### src/rtl/mem_byte_writer_if.sv
// Store request / byte-wide memory write bundle between the MEM stage and the
// store serializer. The slave side is the serializer itself.
interface mem_byte_writer_if #(
    parameter int ADDR_W = 32
);
    logic              st_req;
    logic [ADDR_W-1:0] st_addr;
    logic [31:0]       st_data;
    logic [1:0]        st_size;
    logic              st_ready;
    logic              st_done;
    logic              stall_req;
    logic              mem_we;
    logic [ADDR_W-1:0] mem_addr;
    logic [7:0]        mem_dout;

    modport master (
        output st_req, st_addr, st_data, st_size,
        input  st_ready, st_done, stall_req, mem_we, mem_addr, mem_dout
    );

    modport slave (
        input  st_req, st_addr, st_data, st_size,
        output st_ready, st_done, stall_req, mem_we, mem_addr, mem_dout
    );
endinterface

### src/rtl/mem_byte_writer.sv
// Store-path serializer: splits one 8/16/32-bit store into single-byte writes,
// least-significant byte first at ascending (wrapping) addresses.
module mem_byte_writer #(
    parameter int ADDR_W = 32
) (
    input  logic             clk,
    input  logic             rst,
    mem_byte_writer_if.slave bus
);
    typedef enum logic {IDLE, WRITE} state_t;

    typedef struct packed {
        logic              ready;
        logic              stall;
        logic              done;
        logic              we;
        logic [ADDR_W-1:0] addr;
        logic [7:0]        dout;
    } out_t;

    state_t            state_q, state_n;
    logic [ADDR_W-1:0] base_q, base_n;
    logic [3:0][7:0]   data_q, data_n;
    logic [1:0]        idx_q, idx_n;
    logic [1:0]        last_q, last_n;
    out_t              out_q, out_n;

    function automatic logic [1:0] size_to_last(input logic [1:0] size);
        case (size)
            2'b00:   return 2'd0;
            2'b01:   return 2'd1;
            default: return 2'd3;
        endcase
    endfunction

    // Output image of a single beat; addresses wrap modulo 2^ADDR_W.
    function automatic out_t beat_out(input logic [ADDR_W-1:0] base,
                                      input logic [3:0][7:0]   data,
                                      input logic [1:0]        idx,
                                      input logic [1:0]        last);
        out_t o;
        o       = '0;
        o.stall = 1'b1;
        o.we    = 1'b1;
        o.done  = (idx == last);
        o.addr  = base + {{(ADDR_W-2){1'b0}}, idx};
        o.dout  = data[idx];
        return o;
    endfunction

    // Outputs are computed one cycle ahead so every port comes from a flop.
    always_comb begin
        state_n = state_q;
        base_n  = base_q;
        data_n  = data_q;
        idx_n   = idx_q;
        last_n  = last_q;
        out_n   = '0;
        case (state_q)
            IDLE: begin
                out_n.ready = 1'b1;
                if (bus.st_req && out_q.ready) begin
                    state_n = WRITE;
                    base_n  = bus.st_addr;
                    data_n  = bus.st_data;
                    last_n  = size_to_last(bus.st_size);
                    idx_n   = 2'd0;
                    out_n   = beat_out(bus.st_addr, bus.st_data, 2'd0,
                                       size_to_last(bus.st_size));
                end
            end
            WRITE: begin
                if (idx_q == last_q) begin
                    state_n     = IDLE;
                    idx_n       = 2'd0;
                    out_n.ready = 1'b1;
                end else begin
                    idx_n = idx_q + 2'd1;
                    out_n = beat_out(base_q, data_q, idx_q + 2'd1, last_q);
                end
            end
            default: state_n = IDLE;
        endcase
    end

    always_ff @(posedge clk) begin
        if (!rst) begin
            state_q <= IDLE;
            base_q  <= '0;
            data_q  <= '0;
            idx_q   <= 2'd0;
            last_q  <= 2'd0;
            out_q   <= '0;
        end else begin
            state_q <= state_n;
            base_q  <= base_n;
            data_q  <= data_n;
            idx_q   <= idx_n;
            last_q  <= last_n;
            out_q   <= out_n;
        end
    end

    assign bus.st_ready  = out_q.ready;
    assign bus.stall_req = out_q.stall;
    assign bus.st_done   = out_q.done;
    assign bus.mem_we    = out_q.we;
    assign bus.mem_addr  = out_q.addr;
    assign bus.mem_dout  = out_q.dout;
endmodule
### src/flat_wrapper.sv
// flat-port wrapper written by rule: the top's interface ports become plain ports
module mem_byte_writer_flat 
#(
    parameter int ADDR_W = 32
)
  (clk, rst, bus_st_req, bus_st_addr, bus_st_data, bus_st_size, bus_st_ready, bus_st_done, bus_stall_req, bus_mem_we, bus_mem_addr, bus_mem_dout);
  mem_byte_writer_if #(.ADDR_W(ADDR_W)) bus_i ();
  input  logic clk;
  input  logic rst;
  input wire logic [$bits(bus_i.st_req)-1:0] bus_st_req;
  input wire logic [$bits(bus_i.st_addr)-1:0] bus_st_addr;
  input wire logic [$bits(bus_i.st_data)-1:0] bus_st_data;
  input wire logic [$bits(bus_i.st_size)-1:0] bus_st_size;
  output wire logic [$bits(bus_i.st_ready)-1:0] bus_st_ready;
  output wire logic [$bits(bus_i.st_done)-1:0] bus_st_done;
  output wire logic [$bits(bus_i.stall_req)-1:0] bus_stall_req;
  output wire logic [$bits(bus_i.mem_we)-1:0] bus_mem_we;
  output wire logic [$bits(bus_i.mem_addr)-1:0] bus_mem_addr;
  output wire logic [$bits(bus_i.mem_dout)-1:0] bus_mem_dout;
  assign bus_i.st_req = bus_st_req;
  assign bus_i.st_addr = bus_st_addr;
  assign bus_i.st_data = bus_st_data;
  assign bus_i.st_size = bus_st_size;
  assign bus_st_ready = bus_i.st_ready;
  assign bus_st_done = bus_i.st_done;
  assign bus_stall_req = bus_i.stall_req;
  assign bus_mem_we = bus_i.mem_we;
  assign bus_mem_addr = bus_i.mem_addr;
  assign bus_mem_dout = bus_i.mem_dout;
  mem_byte_writer #(.ADDR_W(ADDR_W)) u_core (.clk(clk), .rst(rst), .bus(bus_i));
endmodule
### config.mk
export PLATFORM = sky130hd
export DESIGN_NAME = mem_byte_writer_flat
export DESIGN_NICKNAME = d
export VERILOG_FILES = /design/src/rtl/mem_byte_writer_if.sv /design/src/rtl/mem_byte_writer.sv /design/src/flat_wrapper.sv
export SDC_FILE = /design/constraint.sdc
export NUM_CORES = 1
export LEC_CHECK = 0
export CAP_MARGIN = 10
export CORE_MARGIN = 2
export CORE_UTILIZATION = 45
export DETAILED_ROUTE_END_ITERATION = 7
export GPL_TIMING_DRIVEN = 0
export PLACE_DENSITY = 0.81
export SETUP_SLACK_MARGIN = 0.02
export SLEW_MARGIN = 0
export SYNTH_ARGS = -nofsm -noshare
export SYNTH_HDL_FRONTEND = slang
export SYNTH_SLANG_ARGS = --single-unit
export TNS_END_PERCENT = 30
### constraint.sdc
create_clock -name clk -period 2.6 [get_ports clk]
set_input_delay 0.52 -clock clk [delete_from_list [all_inputs] [get_ports clk]]
set_output_delay 0.52 -clock clk [all_outputs]
set_load 0.01 [all_outputs]
==> results_dict.tcl <==
set metrics [dict create \
    final_common_cell "nand2_1" \
    dr.max_layer_used "met4" \
    required_ns 2.91 \
    avgSynthCellArea_um2 8.699 \
    cts_buffers 9 \
    fin_nets 747 \
    fin_setup_tns_ns 0 \
    period_needed_ns 2.482 \
    synth_flop_cell "dfxtp_1" \
    final_area_um2 6362 \
    setup.worst_path.class "reg2reg" \
    final_util_pct 61.91 \
    hold_path.class "reg2reg" \
    rows 37 \
    p_sw_mw 0.8429 \
    wire_per_inst_um 15.26 \
    total_leakage_power_nw 2.205 \
    core_area_um2 10280 \
    critPathMostFrequentCell "nand3_1" \
    cp-startpoint "u_core.idx_q[0]" \
    clkPwrFrac_pct 32.4 \
    layout_setup_ws_ns 0.1185 \
    dieArea_um2 11390 \
    die_y_um 106.7 \
    syn2layout_area_growth_pct 33.96 \
    synth_edf_count 0 \
    synthCells 546 \
    tightest_slew_ns 0.5954 \
    met3_length_um 1011 \
    total_power_mw 3.285 \
    grt_pass1_vias 4233 \
    diodes 0 \
    path_cells "buf_12 > inv_4 > ha_2 > inv_1 > fa_2 > nand3b_1 > nor4_4 > nand3_1 > or4_1 > nand3_1" \
    tritoncts "yes" \
    grt_max_degree 20 \
    synth_async_sr_flop_share_pct 0 \
    r2r_cells 10 \
    synth_cell_types 36 \
    ctsHoldBuffers 0 \
    p_int_mw 2.442 \
    max_stage_delay_ns 0.47 \
    fin_skew_ns 0.01377 \
    track_usage_pct 22.45 \
    crit_path_end "u_core.bus.mem_addr[30]" \
    power_frac_comb_pct 12.1 \
    relSlewSlack_pct 60.31 \
    fin_crit_sh_pct 95.44 \
    io_pins 113 \
    hpwl_um 9028 \
    pwr-share-seq_pct 55.5 \
    synthesis.area_um2 4750 \
    place_congestion 0.8445 \
    reg2reg_from "u_core.idx_q[0]" \
    fill_cells 887 \
    drc 0 \
    io_buffers 112 \
    layout-drive-gt1-share_pct 7.206 \
    worstPathMaxFanout 10 \
    first_pass_iters 5 \
    synth_seq_area_share_pct 46.79 \
    regArea_um2 2227 \
    grt_antenna_before_repair 0 \
    sw_frac_of_total_pct 25.66 \
    clockBufferDepth 2 \
    overflow 0 \
    setup.worst_path.start_class "flip-flop" \
    cts.sinks 111 \
    viasPerCell 5.252 \
    grt_pass1_wl_um 20180 \
    reg2reg_to "u_core.bus.mem_addr[30]" \
    dp_worst_setup_slack_ns -0.4121 \
    drv_cap 0 \
    worstSkewPairLatency_ns 0.38 \
    most-common-layout-cells "173 x nand2_1, 112 x clkdlybuf4s50_1, 109 x dfxtp_1" \
    hold_depth 2 \
    initial_utilization_pct 46.21 \
    vias 4286 \
    outcome "completed" \
    fmax_ghz 0.4030 \
    dr_wl_met2_um 6039 \
    final-hold-violation-count 0 \
    worst-endpoint-arrival_ns 2.79 \
    cts-root-buf "clkbuf_8" \
    synth_seq_cells 111 \
    worst_setup_path_end_kind "flip-flop" \
    die_w_um 106.7 \
    powerDensity_nw_per_um2 516.3 \
    clk_pin_slew_worst_paths_ns 0.10 \
    setup_viol 0 \
    syn_nets 618 \
    maxSlewViolCount 0 \
    drt_iter0_drc 219 \
    r2r_setup_slack_ns 0.12 \
    placed_cell_area_um2 6045 \
    rsz0062_at_grt "yes" \
    drt_wl_total_um 12450 \
    drt-met1-wl_um 5227 \
    yosys_warnings 0 \
    final_antenna_net_count 0 \
    worst_path_max_delay_cell "or4_1" \
    multi_input_area_um2 2401 \
    htreeDepth 3 \
    power.ir.vdd_worst_v 0.0002407 \
]
[routing by layer]
metal	up-vias	global-route usage (%)
met2	187	38.40
met4	0	6.772
met5	-	0
met1	1998	28.13
met3	15	5.289
li1	2086	-
[cell families (layout without fill, tap and decap cells)]
| kind of cell | Yosys count | in the layout | share of synthesized area (%) |
|---|---|---|---|
| simple gates | 237 | 237 | 22.45 |
| compound gates | 114 | 114 | 16.70 |
| flops | 111 | 111 | 46.79 |
| buf+inv | 41 | 175 | 3.425 |
| xor+xnor | 32 | 32 | 5.901 |
| mux | 8 | 8 | 3.793 |
| fa+ha+maj | 3 | 3 | 0.9483 |
[cell type report]
class	instances	area share (%)
plain buffers	36	2.675
clock buffers	9	1.947
clock inverters	7	1.239
inverters	5	0.3343
multi-input cells	394	37.74
flip-flops and latches	111	35.00
well taps	136	2.675
repair buffers	118	18.39
[Yosys cell counts, types with 4 or more instances]
master | number | area (um2)
nand2_1 | 173 | 649.4
dfxtp_1 | 111 | 2222
a21boi_0 | 79 | 593.1
o21ai_0 | 27 | 135.1
clkbuf_1 | 26 | 97.59
xor2_1 | 20 | 175.2
nand3_1 | 14 | 70.07
xnor2_1 | 12 | 105.1
and3_1 | 10 | 62.56
nand4_1 | 9 | 56.30
mux4_2 | 8 | 180.2
and2_1 | 6 | 37.54
and4_1 | 5 | 43.79
buf_1 | 5 | 18.77
inv_1 | 5 | 18.77
a21oi_1 | 4 | 20.02
buf_2 | 4 | 20.02
nor3_1 | 4 | 20.02
[worst max-delay path: cells and delay by family (launching register included)]
kind                     cells  cell delay (ns)
adder cells (fa/ha/maj)      2             0.53
buffers and inverters        3             0.27
flip-flops                   1             0.37
AND/OR/NAND/NOR              5             1.24
[worst min path at each step]
| stage | to | slack, ns | startpoint |
|---|---|---|---|
| 2_1_floorplan | u_core.data_q[24] | 0.44 | u_core.data_q[24] |
| 3_3_place_gp | u_core.data_q[12] | 0.45 | u_core.data_q[12] |
| 3_5_place_dp | u_core.data_q[12] | 0.46 | u_core.data_q[12] |
| 4_1_cts | u_core.data_q[12] | 0.47 | u_core.data_q[12] |
| 5_1_grt | u_core.data_q[12] | 0.49 | u_core.data_q[12] |
| 6_report | u_core.data_q[22] | 0.47 | u_core.data_q[22] |
[power by group through the flow]
stage / clock network, mW / logic [mW] / registers [mW]
6_report: 1.07 / 0.398 / 1.82
5_1_grt: 1.15 / 0.435 / 1.83
4_1_cts: 1.07 / 0.397 / 1.82
3_5_place_dp: 0 / 0.392 / 1.86
3_3_place_gp: 0 / 0.385 / 1.86
2_1_floorplan: 0 / 0.172 / 1.86
[sequential cells by signal, indices dropped and copies added (netlist names)]
name	cells
u_core.state_q	1
u_core.base_q	32
u_core.bus.st_ready	1
u_core.bus.mem_dout	8
u_core.idx_q	2
u_core.bus.st_done	1
u_core.bus.mem_addr	32
u_core.last_q	2
u_core.data_q	32
[repair_timing]
action / in CTS / in global routing
setup buffers: 6 / 0
setup endpoints to repair: 15 / 13
pin swaps: 3 / 4
resized for setup: 13 / 7
[metrics by stage]
step	instances	hold WS, ns
6_report	816	0.4715
5_1_grt	816	0.4905
4_1_cts	816	0.4719
3_5_place_dp	794	0.4570
3_3_place_gp	794	0.4487
2_1_floorplan	546	0.4402
No activity file was read; power rests on OpenSTA's default activity.
